--- src/rtl/uart_pkg.sv ---
// Shared types for the parametrised UART receiver: FSM state encoding,
// parity-mode constants and a 2-of-3 vote helper.
package uart_pkg;

    typedef enum logic [2:0] {
        IDLE,
        START,
        DATA,
        PARITY,
        STOP,
        WAIT_IDLE
    } uart_rx_state_t;

    localparam int UART_PARITY_NONE = 0;
    localparam int UART_PARITY_EVEN = 1;
    localparam int UART_PARITY_ODD  = 2;

    function automatic logic maj3(input logic a, input logic b, input logic c);
        return (a & b) | (a & c) | (b & c);
    endfunction

endpackage

--- src/rtl/uart_rx_fifo.sv ---
// Receive-word FIFO with a registered head word. Pointers carry one extra
// wrap bit so full and empty are distinguishable without a separate counter.
module uart_rx_fifo #(
    parameter int WIDTH = 10,
    parameter int DEPTH = 4,
    parameter int AW    = $clog2(DEPTH)
) (
    input  logic          clk,
    input  logic          rst_n,
    input  logic          wr_en,
    input  logic [WIDTH-1:0] wr_data,
    input  logic          rd_en,
    output logic [WIDTH-1:0] head,
    output logic [AW:0]   count,
    output logic          full,
    output logic          empty
);

    logic [WIDTH-1:0] mem [DEPTH];
    logic [AW:0]      wptr, rptr, wptr_n, rptr_n, count_n;
    logic [WIDTH-1:0] head_n;
    logic             wr_ok, rd_ok;

    assign empty = (wptr == rptr);
    assign full  = (wptr[AW] != rptr[AW]) && (wptr[AW-1:0] == rptr[AW-1:0]);
    assign count = wptr - rptr;
    assign rd_ok = rd_en && !empty;
    // A full FIFO still accepts a word when the head is popped in the same cycle.
    assign wr_ok = wr_en && (!full || rd_ok);

    always_comb begin
        wptr_n  = wptr + (AW+1)'(wr_ok);
        rptr_n  = rptr + (AW+1)'(rd_ok);
        count_n = wptr_n - rptr_n;
        head_n  = '0;
        if (count_n != '0) begin
            // Bypass when the word being written lands in the next head slot.
            if (wr_ok && (rptr_n[AW-1:0] == wptr[AW-1:0]))
                head_n = wr_data;
            else
                head_n = mem[rptr_n[AW-1:0]];
        end
    end

    always_ff @(posedge clk) begin
        if (wr_ok)
            mem[wptr[AW-1:0]] <= wr_data;
    end

    always_ff @(posedge clk or negedge rst_n) begin
        if (!rst_n) begin
            wptr <= '0;
            rptr <= '0;
            head <= '0;
        end else begin
            wptr <= wptr_n;
            rptr <= rptr_n;
            head <= head_n;
        end
    end

endmodule

--- src/rtl/uart_rx_param.sv ---
// Parametrised oversampling UART receiver feeding a small word FIFO.
// Build option UART_RX_MAJORITY_EN: 2-of-3 vote around mid-bit instead of one sample.
module uart_rx_param
    import uart_pkg::*;
#(
    parameter int DATA_BITS   = 8,
    parameter int OVERSAMPLE  = 16,
    parameter int PARITY_MODE = 0,
    parameter int STOP_BITS   = 1,
    parameter int FIFO_DEPTH  = 4
) (
    input  logic                          clk,
    input  logic                          rst_n,
    input  logic                          rx_baud_tick,
    input  logic                          rx_in,
    input  logic                          rd_en,
    input  logic                          ovr_clr,
    output logic [DATA_BITS-1:0]          rx_data,
    output logic                          rx_valid,
    output logic                          rx_frame_err,
    output logic                          rx_parity_err,
    output logic                          rx_overrun,
    output logic [$clog2(FIFO_DEPTH):0]   fifo_count
);

    localparam int CW  = $clog2(OVERSAMPLE);
    localparam int BW  = $clog2(DATA_BITS + 1);
    localparam int MID = OVERSAMPLE / 2;

    logic sync1, sync2, rxs;
    logic bit_val;

    uart_rx_state_t       state, state_n;
    logic [CW-1:0]        tcnt, tcnt_n;
    logic [BW-1:0]        bcnt, bcnt_n;
    logic [DATA_BITS-1:0] shreg, shreg_n;
    logic                 perr, perr_n, ferr, ferr_n, ferr_new, par_x;
    logic                 samp, push;
    logic [DATA_BITS+1:0] push_word, head;
    logic                 fifo_full, fifo_empty;

    always_ff @(posedge clk or negedge rst_n) begin
        if (!rst_n) begin
            sync1 <= 1'b1;
            sync2 <= 1'b1;
        end else begin
            sync1 <= rx_in;
            sync2 <= sync1;
        end
    end
    assign rxs = sync2;

    // Every bit decision lands one tick after the nominal mid sample, so the
    // frame timing does not depend on which sampling scheme is built.
`ifdef UART_RX_MAJORITY_EN
    logic [1:0] hist;
    always_ff @(posedge clk or negedge rst_n) begin
        if (!rst_n)            hist <= 2'b11;
        else if (rx_baud_tick) hist <= {hist[0], rxs};
    end
    assign bit_val = maj3(hist[1], hist[0], rxs);
`else
    logic hist;
    always_ff @(posedge clk or negedge rst_n) begin
        if (!rst_n)            hist <= 1'b1;
        else if (rx_baud_tick) hist <= rxs;
    end
    assign bit_val = hist;
`endif

    assign samp  = rx_baud_tick &&
                   (tcnt == ((state == START) ? CW'(MID) : CW'(OVERSAMPLE - 1)));
    assign par_x = (^shreg) ^ bit_val;

    always_comb begin
        state_n   = state;
        tcnt_n    = tcnt;
        bcnt_n    = bcnt;
        shreg_n   = shreg;
        perr_n    = perr;
        ferr_n    = ferr;
        ferr_new  = ferr | ~bit_val;
        push      = 1'b0;
        push_word = {perr, ferr_new, shreg};

        if (rx_baud_tick && (state inside {START, DATA, PARITY, STOP}))
            tcnt_n = samp ? '0 : tcnt + 1'b1;

        case (state)
            IDLE: begin
                tcnt_n = '0;
                bcnt_n = '0;
                perr_n = 1'b0;
                ferr_n = 1'b0;
                if (!rxs) state_n = START;
            end
            START: begin
                if (samp) state_n = bit_val ? IDLE : DATA;
            end
            DATA: begin
                if (samp) begin
                    shreg_n = {bit_val, shreg[DATA_BITS-1:1]};
                    if (bcnt == BW'(DATA_BITS - 1)) begin
                        bcnt_n  = '0;
                        state_n = (PARITY_MODE != UART_PARITY_NONE) ? PARITY : STOP;
                    end else begin
                        bcnt_n = bcnt + 1'b1;
                    end
                end
            end
            PARITY: begin
                if (samp) begin
                    perr_n  = (PARITY_MODE == UART_PARITY_ODD) ? ~par_x : par_x;
                    state_n = STOP;
                end
            end
            STOP: begin
                if (samp) begin
                    ferr_n = ferr_new;
                    if (bcnt == BW'(STOP_BITS - 1)) begin
                        push    = 1'b1;
                        bcnt_n  = '0;
                        state_n = ferr_new ? WAIT_IDLE : IDLE;
                    end else begin
                        bcnt_n = bcnt + 1'b1;
                    end
                end
            end
            WAIT_IDLE: begin
                if (rxs) state_n = IDLE;
            end
            default: state_n = IDLE;
        endcase
    end

    always_ff @(posedge clk or negedge rst_n) begin
        if (!rst_n) begin
            state <= IDLE;
            tcnt  <= '0;
            bcnt  <= '0;
            shreg <= '0;
            perr  <= 1'b0;
            ferr  <= 1'b0;
        end else begin
            state <= state_n;
            tcnt  <= tcnt_n;
            bcnt  <= bcnt_n;
            shreg <= shreg_n;
            perr  <= perr_n;
            ferr  <= ferr_n;
        end
    end

    uart_rx_fifo #(
        .WIDTH (DATA_BITS + 2),
        .DEPTH (FIFO_DEPTH)
    ) u_fifo (
        .clk     (clk),
        .rst_n   (rst_n),
        .wr_en   (push),
        .wr_data (push_word),
        .rd_en   (rd_en),
        .head    (head),
        .count   (fifo_count),
        .full    (fifo_full),
        .empty   (fifo_empty)
    );

    // Overrun set beats a same-cycle clear.
    always_ff @(posedge clk or negedge rst_n) begin
        if (!rst_n)
            rx_overrun <= 1'b0;
        else if (push && fifo_full && !(rd_en && !fifo_empty))
            rx_overrun <= 1'b1;
        else if (ovr_clr)
            rx_overrun <= 1'b0;
    end

    assign rx_valid      = !fifo_empty;
    assign rx_data       = head[DATA_BITS-1:0];
    assign rx_frame_err  = head[DATA_BITS];
    assign rx_parity_err = head[DATA_BITS+1];

endmodule

--- config.mk ---
export PLATFORM = sky130hd
export DESIGN_NAME = uart_rx_param
export DESIGN_NICKNAME = d
export VERILOG_FILES = /design/src/rtl/uart_pkg.sv /design/src/rtl/uart_rx_fifo.sv /design/src/rtl/uart_rx_param.sv
export SDC_FILE = /design/constraint.sdc
export NUM_CORES = 1
export LEC_CHECK = 0
export CAP_MARGIN = 30
export CORE_ASPECT_RATIO = 0.5
export CORE_UTILIZATION = 59
export CTS_CLUSTER_SIZE = 12
export DETAILED_ROUTE_END_ITERATION = 10
export GPL_ROUTABILITY_DRIVEN = 0
export PLACE_DENSITY = 0.79
export SLEW_MARGIN = 0
export SYNTH_ARGS = -nofsm -noshare
export SYNTH_HDL_FRONTEND = slang
export SYNTH_SLANG_ARGS = --single-unit
--- constraint.sdc ---
create_clock -name clk -period 4.3 [get_ports clk]
set_clock_uncertainty 0.05 [all_clocks]
set_input_delay 0.86 -clock clk [delete_from_list [all_inputs] [get_ports clk]]
set_output_delay 0.86 -clock clk [all_outputs]
set_load 0.02 [all_outputs]
# Word level (Yosys, flattened, before mapping)
# Memories as Yosys holds them, arrays and structs flattened.
# Index checks and enable logic that the tools add are counted.
# totals
out_inout_bits	15
reg_bits	41
in_bits	6
mem_count	1
mem_bits_rw	40
# op_classes
mux	33
eq_ne	19
n_addsub	6
bitwise_logic	3
n_reduce_logical	27
# mem_list
memory	depth	word_bits	rd	rd_ports_with_merged_regs	wr	line	text
u_fifo.mem	4	10	1	0	1	uart_rx_fifo.sv:19	logic [WIDTH-1:0] mem [DEPTH];
# op_table
op	n
3-bit 2-to-1 mux	10
4-bit 2-to-1 mux	7
10-bit 2-to-1 mux	2
3-bit one-hot mux with 6 select lines	1
2-bit != test, second input constant	6
4-bit one-hot mux with 3 select lines	1
1-bit 2-to-1 mux	9
4-bit by 1-bit adder with 4-bit output, second input constant	2
1-bit logical AND	8
8-bit AND reduction	1
2-bit nonzero test	4
8-bit XOR reduction	1
3-bit by 1-bit adder with 3-bit output	2
3-bit by 2-bit == test with 1-bit output, second input constant	2
3-bit == test, second input constant	2
2-bit AND reduction	3
3-bit nonzero test	2
3-bit subtractor	2
2-bit == test	2
4-bit by 3-bit == test with 1-bit output, second input constant	1
4-bit == test	1
4-bit logical NOT	1
2-bit by 1-bit != test with 1-bit output, second input constant	2
1-bit one-hot mux with 2 select lines	2
12 further kinds	14

# Logic depth before layout (Yosys ltp)
# Gate-level depths: netlist (run 1).
# depth
ltp_word	11
mapped_depth	14

# Modules after synthesis
# Synthesis (run 1) repeated with hierarchy kept, for this count alone.
# unflattened
cells_unflattened	285
hier_area_um2	3804.9
# by_module_without_submodules
mod	instances	seq_area_each_um2	cells_each	area_per_inst_um2
uart_rx_fifo	1	1601.5	140	2317.2
uart_rx_param	1	629.4	145	1487.7

# Worst setup path after synthesis (run 1)
# Ideal clock, no wire load.
# synth_path
path_kind	register to register
startpoint	register u_fifo.wptr[0]
endpoint	register u_fifo.head[0]
period_less_slack_ns	3.225
arrival_ns	3.043
setup_slack_ns	1.075
required_time_ns	4.118
path_stages_with_launch	15
setup_time_ns	0.132
path_cell_list	dfrtp_1 -> inv_1 -> ha_1 -> nand3_1 -> and2_1 -> ha_1 -> ha_1 -> buf_1 -> inv_1 -> ha_1 -> nand2b_1 -> xnor2_1 -> and3_1 -> buf_1 -> nor2_1
# synth_rtl
element	line	text
start, declared	uart_rx_fifo.sv:20	logic [AW:0] wptr, rptr, wptr_n, rptr_n, count_n;
start signal, assigned	uart_rx_fifo.sv:56	wptr <= wptr_n;
3-bit == test (*)	uart_rx_fifo.sv:24	assign empty = (wptr == rptr);
1-bit logical NOT (*)	n/a	
named net rx_valid	uart_rx_param.sv:19	output logic rx_valid,
1-bit logical AND (*)	uart_rx_fifo.sv:27	assign rd_ok = rd_en && !empty;
3-bit by 1-bit adder with 3-bit output (*)	uart_rx_fifo.sv:33	rptr_n = rptr + (AW+1)'(rd_ok);
named net u_fifo.rptr_n[1]	uart_rx_fifo.sv:20	
branches (longest 3 deep; another with 3-bit subtractor)	n/a	
10-bit 2-to-1 mux (*)	uart_rx_fifo.sv:36	if (count_n != '0) begin
named net u_fifo.head_n[0]	uart_rx_fifo.sv:21	logic [WIDTH-1:0] head_n;
end signal, assigned	uart_rx_fifo.sv:58	head <= head_n;
end, declared	uart_rx_fifo.sv:13	output logic [WIDTH-1:0] head,
# Mark *: on every way through the listed nets, which the timed path passes.
# A chain may end at the register's enable or synchronous reset.

# Final worst setup path (run 1)
# layout_path
startpoint	input rx_baud_tick
endpoint	register u_fifo.head[6]
# layout_between
elab_chain_cells	8
# layout_lines
element	line	text
start, declared	uart_rx_param.sv:14	input logic rx_baud_tick,
1-bit logical AND	uart_rx_param.sv:71	assign samp = rx_baud_tick &&
1-bit 2-to-1 mux	uart_rx_param.sv:118	if (samp) begin
1-bit 2-to-1 mux	uart_rx_param.sv:89	case (state)
1-bit logical AND	uart_rx_fifo.sv:29	assign wr_ok = wr_en && (!full || rd_ok);
3-bit by 1-bit adder with 3-bit output	uart_rx_fifo.sv:32	wptr_n = wptr + (AW+1)'(wr_ok);
named net u_fifo.wptr_n[1]	uart_rx_fifo.sv:20	
3-bit subtractor	uart_rx_fifo.sv:34	count_n = wptr_n - rptr_n;
3-bit nonzero test	uart_rx_fifo.sv:36	
10-bit 2-to-1 mux	uart_rx_fifo.sv:36	
named net u_fifo.head_n[6]	uart_rx_fifo.sv:21	
# The timed path passes the listed nets, and every way through them passes these cells.

==> flow_metrics.py, run 1 <==
metrics = {
    "run_status": {
        "status": "complete, no violations",
    },
    "timing": {
        "slew_viol_final": 0,
        "final.setup.tns_ns": 0,
        "setup_viol": 0,
        "period_share_pct": 79.0,
        "rsz0062_at_grt": "no",
        "finalWorstSetupSlack_ns": 0.903,
        "max_freq_mhz": 294,
        "tightest_slew_ns": 0.498,
        "finalCriticalPeriod_ns": 3.40,
        "hold_violations": 0,
        "slew_headroom_pct": 66.8,
    },
    "global_routing": {
        "grt_max_degree": 42,
        "grt_pass1_wl_um": 11900,
        "grt_overflow": 0,
        "antenna_found_initial": 0,
        "grt.total_usage_pct": 24.6,
        "grt_pass1_vias": 2338,
    },
    "setup_path": {
        "cp_max_fo": 10,
        "r2r-end": "u_fifo.head[6]",
        "reg2reg_from": "u_fifo.wptr[0]",
        "r2r_slack_ns": 1.11,
        "cp-end-kind": "register",
        "critPathArrivalTime_ns": 3.55,
        "r2r_cells": 13,
        "worst_path_most_repeated_cell": "ha_1",
        "critical_path_class": "in2reg",
        "slowest_delay_ns": 0.62,
        "worstSetupStartpointType": "input pin",
        "required_ns": 4.45,
        "crit_chain": "clkdlybuf4s50_1 -> and2_1 -> nand4_4 -> nor2_1 -> ha_1 -> ha_1 -> ha_1 -> nand2b_1 -> xnor2_1 -> and3_1 -> nor2_1",
        "crit_path_top_delay_cell": "clkdlybuf4s50_1",
    },
    "place": {
        "dpl-instance-area_um2": 4050,
        "dp_cells": 373,
        "port_buffers": 20,
        "hpwl_um": 4640,
        "dp_worst_setup_slack_ns": 0.603,
    },
    "floorplan": {
        "core-area_um2": 5780,
        "start_util_pct": 64.3,
        "num_rows": 19,
        "fp.dieArea_um2": 6630,
        "die_x_um": 114,
        "io_pins": 21,
        "fp.dieH_um": 58.1,
    },
    "clocking": {
        "cts_buffers": 9,
        "cts.clk_slew.worst_paths_ns": 0.06,
        "htreeDepth": 3,
        "cts_buffer_depth": 2,
        "worstSkewPairLatency_ns": 0.33,
        "cts_root_buf": "clkbuf_16",
        "cts_tree": "yes",
        "holdBufCountCts": 0,
        "postCtsSetupRepairBufs": 0,
        "clkSinkCount": 81,
        "cts_resized": 0,
    },
    "cells_and_area": {
        "fill_cells": 344,
        "antenna_cells": 0,
        "fin_nets": 319,
        "stdcell_count": 390,
        "area_growth_pct": 18.9,
        "post_route_cells_drive_above_1_share_pct": 19.3,
        "stdcell_area_um2": 4410,
    },
    "logic_synthesis": {
        "yosysMostFrequentCell": "edfxtp_1",
        "synth_flop_cell": "edfxtp_1",
        "synth_top_area_share_pct": 32.3,
        "syn_inst": 270,
        "synth_top_area_cell": "edfxtp_1",
        "synthesis.nets": 288,
        "synth_area_leaders": "edfxtp_1 32%, dfrtp_1 26%, mux4_2 6.1%",
        "synth_area_um2": 3710,
        "ys_top_cells_by_count": "40 x edfxtp_1, 38 x dfrtp_1, 19 x nor2_1, 14 x inv_1",
        "async_flop_share_pct": 50.6,
        "ys_seq_area_share_pct": 60.1,
        "synth_edf_count": 40,
        "ys_types": 43,
        "syn_avg_cell_area_um2": 13.8,
        "synth_seq_cells": 81,
        "yosysWarnings": 0,
    },
    "hold_path": {
        "hold_path.class": "in2async",
    },
    "power": {
        "power_leakage_nw": 1.75,
        "powerDensity_nw_per_um2": 489,
        "max-vdd-ir-drop_uv": 448,
    },
    "detailed_routing": {
        "dr.first_iter.drc_count": 146,
        "totalWireLength_um": 7070,
        "vias": 2307,
        "wl_per_cell_um": 18.1,
        "drt_pass1_iterations": 4,
        "viasPerCell": 5.92,
        "remaining_drc_errors": 0,
        "ant_nets": 0,
    },
    "run": {
        "cap_violations": 0,
    },
}
area by class of cell:
class                           count  area [µm²]  area share [%]
Clock inverter                      3        90.1            2.04
Timing Repair Buffer               30         283            6.41
Sequential cell                    81        2230            50.5
Multi-Input combinational cell    165        1400            31.8
Tap cell                           84         105            2.38
Inverter                           14        52.6            1.19
Clock buffer                       13         250            5.67
critical path, delay by kind of cell:
family / cells / cell delay (ns)
and+or+nand+nor: 6 / 1.30
xor gates and xnor gates: 1 / 0.17
buffers and inverters: 1 / 0.62
adders and majority gates: 3 / 0.59
layout by cell type, fill, tap and decap left out, drive strengths merged:
cell type      instances
buf                   11
and2                   3
o21ai                  9
edfxtp                40
a41oi                  1
mux4                  10
dfstp                  3
clkdlybuf4s50         19
o41ai                  4
a21oi                 11
ha                    11
nor3                   4
nand4                  1
nand2b                 5
mux2                  10
inv                   14
fa                     1
nand2                 12
o221ai                 1
and3                   3
nand3                  6
bufinv                 3
nand3b                 2
a221o                  1
clkbuf                13
xnor2                 11
nor4                   6
o31ai                  2
a31oi                  2
xor2                   5
a22oi                  1
dfrtp                 38
a211oi                 2
mux2i                 12
nor3b                  4
or3b                   2
nor2b                  1
maj3                   1
nor2                  19
or2                    2
worst max path at each step:
stage,from,to
2_1_floorplan,u_fifo.wptr[0],u_fifo.head[0]
3_3_place_gp,rx_baud_tick,u_fifo.head[5]
3_5_place_dp,rx_baud_tick,u_fifo.head[0]
4_1_cts,rx_baud_tick,u_fifo.head[9]
5_1_grt,rx_baud_tick,u_fifo.head[6]
6_report,rx_baud_tick,u_fifo.head[6]
metal layers:
layer	vias to the layer above	part of all wire [%]	global-route usage [%]
met2	80	48	40.5
met3	12	5.0	6.17
met1	1158	45	32.4
met5	-	0	0
li1	1057	-	-
met4	0	1.5	9.28
cells by family after synthesis:
logic type,Yosys count,synth area share (%)
fa+ha+maj,13,4.51
flops,81,60.1
compound gates,34,5.90
mux,32,12.3
xor+xnor,16,3.77
buf+inv,24,2.83
simple gates,70,10.6
power breakdown:
group | internal (W) | leakage, nW | switching, W
registers | 0.000850 | 0.903 | 0.0000691
clock network | 0.000584 | 0.164 | 0.000284
logic | 0.000158 | 0.686 | 0.000215
registers in the layout, summed over array words and instances (netlist names):
register and cells:
rxs 1, bit_val 1, shreg 8, u_fifo.rptr 3
perr 1, rx_overrun 1, ferr 1, u_fifo.head 10
tcnt 4, sync1 1, u_fifo.mem 40, u_fifo.wptr 3
bcnt 4, state 3
stage by stage:
step / utilization [%] / hold WS, ns / power, W
after floorplan: - / 0.295 / 0.00120
after global placement: 70.2 / 0.295 / 0.00127
after detailed placement: 70.2 / 0.299 / 0.00129
after CTS: 76.1 / 0.307 / 0.00216
after global routing: 76.4 / 0.257 / 0.00225
final: 76.4 / 0.267 / 0.00216
Power figures use the tool's default switching activity.
==> run 2: changes to the inputs <==
--- a/config.mk
+++ b/config.mk
@@ -7,11 +7,11 @@
 export LEC_CHECK = 0
 export CAP_MARGIN = 30
 export CORE_ASPECT_RATIO = 0.5
-export CORE_UTILIZATION = 59
+export CORE_UTILIZATION = 53
 export CTS_CLUSTER_SIZE = 12
 export DETAILED_ROUTE_END_ITERATION = 10
 export GPL_ROUTABILITY_DRIVEN = 0
-export PLACE_DENSITY = 0.79
+export PLACE_DENSITY = 0.75
 export SLEW_MARGIN = 0
 export SYNTH_ARGS = -nofsm -noshare
 export SYNTH_HDL_FRONTEND = slang
==> constraint.sdc (replaced) <==
create_clock -name clk -period 3 [get_ports clk]
set_clock_uncertainty 0.05 [all_clocks]
set_input_delay 0.6 -clock clk [delete_from_list [all_inputs] [get_ports clk]]
set_output_delay 0.6 -clock clk [all_outputs]
set_load 0.02 [all_outputs]
==> flow_metrics.py, run 2 (synthesis results as in run 1) <==
metrics = {
    "run_status": {
        "status": "complete, no violations",
    },
    "timing": {
        "rsz0062_at_grt": "no",
        "slew_viol_final": 0,
        "hold_violations": 0,
        "timing.hold.ws_ns": 0.0610,
        "max_freq_mhz": 357,
        "slew_headroom_pct": 72.6,
        "period_share_pct": 93.4,
        "tightest_slew_ns": 0.410,
        "finalCriticalPeriod_ns": 2.80,
        "setup_viol": 0,
    },
    "clocking": {
        "holdBufCountCts": 0,
        "cts_buffers": 9,
        "cts_root_buf": "clkbuf_16",
        "cts_buffer_depth": 2,
        "clkSinkCount": 81,
        "htreeDepth": 3,
        "cts_tree": "yes",
        "cts.clk_slew.worst_paths_ns": 0.06,
        "worstSkewPairLatency_ns": 0.34,
    },
    "run": {
        "cap_violations": 0,
    },
    "cells_and_area": {
        "antenna_cells": 0,
        "fill_cells": 472,
        "multiInputGateArea_um2": 1440,
        "area_growth_pct": 22.4,
        "final_common_cell": "edfxtp_1",
        "final_cell_mix": "40 x edfxtp_1, 37 x dfrtp_1, 22 x buf_4, 19 x nor2_1, 19 x clkdlybuf4s50_1",
        "stdcell_count": 412,
        "final_util_pct": 67.6,
        "post_route_cells_drive_above_1_share_pct": 25.6,
        "seqCellArea_um2": 2230,
        "largest_reg_flops": 40,
        "fin_nets": 333,
    },
    "setup_path": {
        "critPathArrivalTime_ns": 2.98,
        "crit_path_top_delay_cell": "clkdlybuf4s50_1",
        "cp_max_fo": 7,
        "r2r_cells": 10,
        "worstSetupStartpointType": "input pin",
        "worst_path_most_repeated_cell": "ha_1",
        "critical_path_class": "in2reg",
        "cp-end-kind": "register",
        "crit_chain": "clkdlybuf4s50_1 -> and2_1 -> nand4_4 -> nor2_1 -> ha_1 -> ha_1 -> ha_1 -> nand2b_1 -> xnor2_1 -> and3_1 -> buf_4 -> nor2_1",
        "required_ns": 3.17,
        "slowest_delay_ns": 0.50,
    },
    "detailed_routing": {
        "drt_pass1_iterations": 4,
        "maxUsedRoutingLayer": "met4",
        "dr_wl_met2_um": 3660,
        "wl_met3_um": 381,
        "dr.first_iter.drc_count": 128,
        "totalWireLength_um": 7410,
        "remaining_drc_errors": 0,
        "vias": 2292,
        "met1_length_um": 3260,
        "wl_per_cell_um": 18.0,
        "ant_nets": 0,
        "viasPerCell": 5.56,
    },
    "floorplan": {
        "die_x_um": 120,
        "start_util_pct": 55.2,
        "io_pins": 21,
        "fp.dieArea_um2": 7370,
        "core-area_um2": 6730,
        "fp.dieH_um": 61.2,
        "num_rows": 21,
    },
    "global_routing": {
        "antenna_found_initial": 0,
        "grt_pass1_vias": 2335,
        "grt_overflow": 0,
        "grt_max_degree": 42,
        "grt.total_usage_pct": 22.9,
        "grt_pass1_wl_um": 12000,
    },
    "power": {
        "powerDensity_nw_per_um2": 659,
        "finalPower_w": 0.00300,
        "max-vdd-ir-drop_uv": 339,
        "power_leakage_nw": 1.82,
    },
    "place": {
        "port_buffers": 20,
        "dp_cells": 390,
        "hpwl_um": 5010,
    },
    "hold_path": {
        "hold_path.class": "in2async",
    },
}
-- run 2: report_power, final --
part | switching (W) | internal (W)
Sequential | 0.0000768 | 0.00122
Clock | 0.000441 | 0.000670
Combinational | 0.000335 | 0.000255
Total | 0.000853 | 0.00214
-- run 2: per-stage QoR --
step                cell area (µm²)  setup slack [ns]  TNS [ns]
finish                         4550             0.198         0
global route                   4550            0.0898         0
CTS                            4450            0.0869         0
detailed placement             4140            -0.126     -1.02
global placement               4140            0.0489         0
floorplan                      3720            0.0356         0
-- run 2: worst paths after layout --
path | from | end | slack, ns
worst max-delay path | rx_baud_tick | u_fifo.head[6] | 0.20
worst min-delay path | rst_n | bcnt[0] | 0.06
worst max register to register | u_fifo.wptr[1] | u_fifo.head[3] | 0.21
worst min register to register | sync1 | rxs | 0.31
max in group asynchronous | rst_n | bit_val | 2.32
min in group clk | sync1 | rxs | 0.31
-- run 2: cell type report --
| class | count | area share (%) |
|---|---|---|
| inverter | 14 | 1.16 |
| sequential | 81 | 49.1 |
| multi-input combinational | 165 | 31.7 |
| tap | 92 | 2.53 |
| timing repair buffer | 44 | 8.81 |
| clock inverter | 6 | 1.43 |
| clock buffer | 10 | 5.26 |
-- run 2: routing by layer --
metal	vias to the layer above	GRT usage (%)
met5	-	0
met4	0	8.29
met3	15	6.94
met2	64	39.2
met1	1127	28.7
li1	1086	-
-- run 2: critical path: cells and delay by family --
| kind | cells | cell delay [ns] |
|---|---|---|
| adder cells (fa/ha/maj) | 3 | 0.59 |
| buffers and inverters | 2 | 0.67 |
| XOR/XNOR | 1 | 0.20 |
| AND/OR/NAND/NOR | 6 | 0.94 |
-- run 2: repair_timing --
action | 4_1_cts | 5_1_grt
setup endpoints to repair | 0 | 7
buffers inserted | 0 | 5
hold endpoints to repair | 0 | 0
gates resized for setup | 0 | 6
==> run 3: changes to the inputs <==
--- a/config.mk
+++ b/config.mk
@@ -7,11 +7,13 @@
 export LEC_CHECK = 0
 export CAP_MARGIN = 30
 export CORE_ASPECT_RATIO = 0.5
-export CORE_UTILIZATION = 53
+export CORE_UTILIZATION = 60
+export CTS_CLUSTER_DIAMETER = 150
 export CTS_CLUSTER_SIZE = 12
 export DETAILED_ROUTE_END_ITERATION = 10
 export GPL_ROUTABILITY_DRIVEN = 0
-export PLACE_DENSITY = 0.75
+export GPL_TIMING_DRIVEN = 0
+export PLACE_DENSITY = 0.8
 export SLEW_MARGIN = 0
 export SYNTH_ARGS = -nofsm -noshare
 export SYNTH_HDL_FRONTEND = slang
==> constraint.sdc (replaced) <==
create_clock -name clk -period 3.6 [get_ports clk]
set_clock_uncertainty 0.05 [all_clocks]
set_input_delay 0.72 -clock clk [delete_from_list [all_inputs] [get_ports clk]]
set_output_delay 0.72 -clock clk [all_outputs]
set_load 0.02 [all_outputs]
==> flow_metrics.py, run 3 (synthesis results as in run 1) <==
metrics = {
    "run_status": {
        "status": "complete, no violations",
    },
    "timing": {
        "hold_violations": 0,
        "max_freq_mhz": 303,
        "slew_headroom_pct": 41.1,
        "finalWorstSetupSlack_ns": 0.304,
        "period_share_pct": 91.6,
        "slew_viol_final": 0,
        "finalCriticalPeriod_ns": 3.30,
        "final.setup.tns_ns": 0,
        "setup_viol": 0,
        "rsz0062_at_grt": "no",
        "tightest_slew_ns": 0.876,
    },
    "power": {
        "finalPower_w": 0.00248,
        "max-vdd-ir-drop_uv": 470,
        "power_leakage_nw": 1.74,
        "powerDensity_nw_per_um2": 563,
    },
    "hold_path": {
        "hold_path.class": "in2async",
    },
    "clocking": {
        "cts_buffers": 9,
        "cts_root_buf": "clkbuf_16",
        "htreeDepth": 3,
        "cts.clk_slew.worst_paths_ns": 0.07,
        "clkSinkCount": 81,
        "cts_buffer_depth": 2,
        "holdBufCountCts": 0,
        "worstSkewPairLatency_ns": 0.34,
        "cts_tree": "yes",
    },
    "place": {
        "dp_worst_setup_slack_ns": -0.392,
        "port_buffers": 19,
        "hpwl_um": 5070,
    },
    "detailed_routing": {
        "dr.first_iter.drc_count": 196,
        "ant_nets": 0,
        "vias": 2339,
        "viasPerCell": 5.95,
        "drt_pass1_iterations": 4,
        "remaining_drc_errors": 0,
        "totalWireLength_um": 7810,
        "wl_per_cell_um": 19.9,
    },
    "global_routing": {
        "grt_pass1_vias": 2305,
        "grt_overflow": 0,
        "grt.total_usage_pct": 26.9,
        "grt_pass1_wl_um": 12300,
        "antenna_found_initial": 0,
        "grt_max_degree": 32,
    },
    "floorplan": {
        "core-area_um2": 5730,
        "start_util_pct": 64.8,
        "fp.dieH_um": 57.6,
        "num_rows": 19,
        "io_pins": 21,
        "die_x_um": 113,
        "fp.dieArea_um2": 6530,
    },
    "setup_path": {
        "cp_max_fo": 10,
        "cp-end-kind": "register",
        "critical_path_class": "reg2reg",
        "required_ns": 3.77,
        "worstSetupStartpointType": "register",
        "critPathArrivalTime_ns": 3.46,
    },
    "cells_and_area": {
        "final_common_cell": "edfxtp_1",
        "area_growth_pct": 18.5,
        "multiInputGateArea_um2": 1410,
        "antenna_cells": 0,
        "largest_reg_flops": 40,
        "final_cell_mix": "40 x edfxtp_1, 38 x dfrtp_1, 19 x nor2_1, 18 x clkdlybuf4s50_1, 14 x inv_1",
        "fin_nets": 322,
        "post_route_cells_drive_above_1_share_pct": 20.7,
        "fill_cells": 342,
        "seqCellArea_um2": 2230,
    },
    "run": {
        "cap_violations": 0,
    },
}
run 3: cell count changes in the layout (fill, tap and decap cells not counted), sizes merged:
cell / before / now
clkdlybuf4s50: 19 / 18
inv: 16 / 17
clkinvlp: 1 / 2
clkinv: 2 / 1
buf: 25 / 12
clkbuf: 10 / 12
run 3: power by group:
group	switching (W)	total, W	internal [W]
logic	0.000287	0.000488	0.000201
registers	0.0000483	0.00106	0.00102
clock network	0.000382	0.000926	0.000544
total	0.000717	0.00248	0.00176
run 3: final cells by class:
| cell class | count | share of cell area (%) |
|---|---|---|
| sequential | 81 | 50.7 |
| multi-input combinational | 165 | 32.0 |
| timing repair buffer | 24 | 5.69 |
| clock buffer | 9 | 5.12 |
| tap | 84 | 2.39 |
| clock inverter | 7 | 1.76 |
| inverter | 14 | 1.19 |
| buffer | 9 | 1.14 |
run 3: repair_timing:
| action | in CTS | in global routing |
|---|---|---|
| gates cloned | 0 | 0 |
| setup buffers | 0 | 0 |
| gates resized for setup | 2 | 1 |
| setup endpoints to repair | 10 | 10 |
run 3: worst paths after layout:
path / start / end / slack (ns) / cells past startpoint
worst max-delay path: u_fifo.wptr[0] / u_fifo.head[8] / 0.30 / 9
worst min-delay path: rst_n / u_fifo.wptr[2] / 0.21 / 1
worst max register to register: u_fifo.wptr[0] / u_fifo.head[8] / 0.30 / 9
worst min register to register: sync1 / rxs / 0.30 / 0
max in group asynchronous: rst_n / sync1 / 2.74 / 2
min in group clk: sync1 / rxs / 0.30 / 0
run 3: critical path, cell delays in order (launching register included):
cell and delay [ns]:
dfrtp_1 0.45, inv_1 0.14, ha_1 0.34, nand3_1 0.09, and2_1 0.18, ha_1 0.35
clkbuf_1 0.66, mux4_2 0.60, mux2i_1 0.23, nor2_1 0.07
run 3: metal layers:
layer	vias to the layer above	GRT usage, %	share of wire [%]
met3	12	8.89	7.5
met2	87	44.1	49
met1	1176	34.7	42
met5	-	0	0
met4	0	9.21	1.6
li1	1064	-	-
run 3: stage by stage:
step | std cells | hold WS (ns) | area [µm²] | util [%]
after global routing | 393 | 0.226 | 4400 | 76.8
after CTS | 394 | 0.214 | 4400 | 76.9
after global placement | 373 | 0.296 | 4010 | 70.0
after floorplan | 270 | 0.295 | 3710 | -
final | 393 | 0.214 | 4400 | 76.8
after detailed placement | 378 | 0.297 | 4090 | 71.5
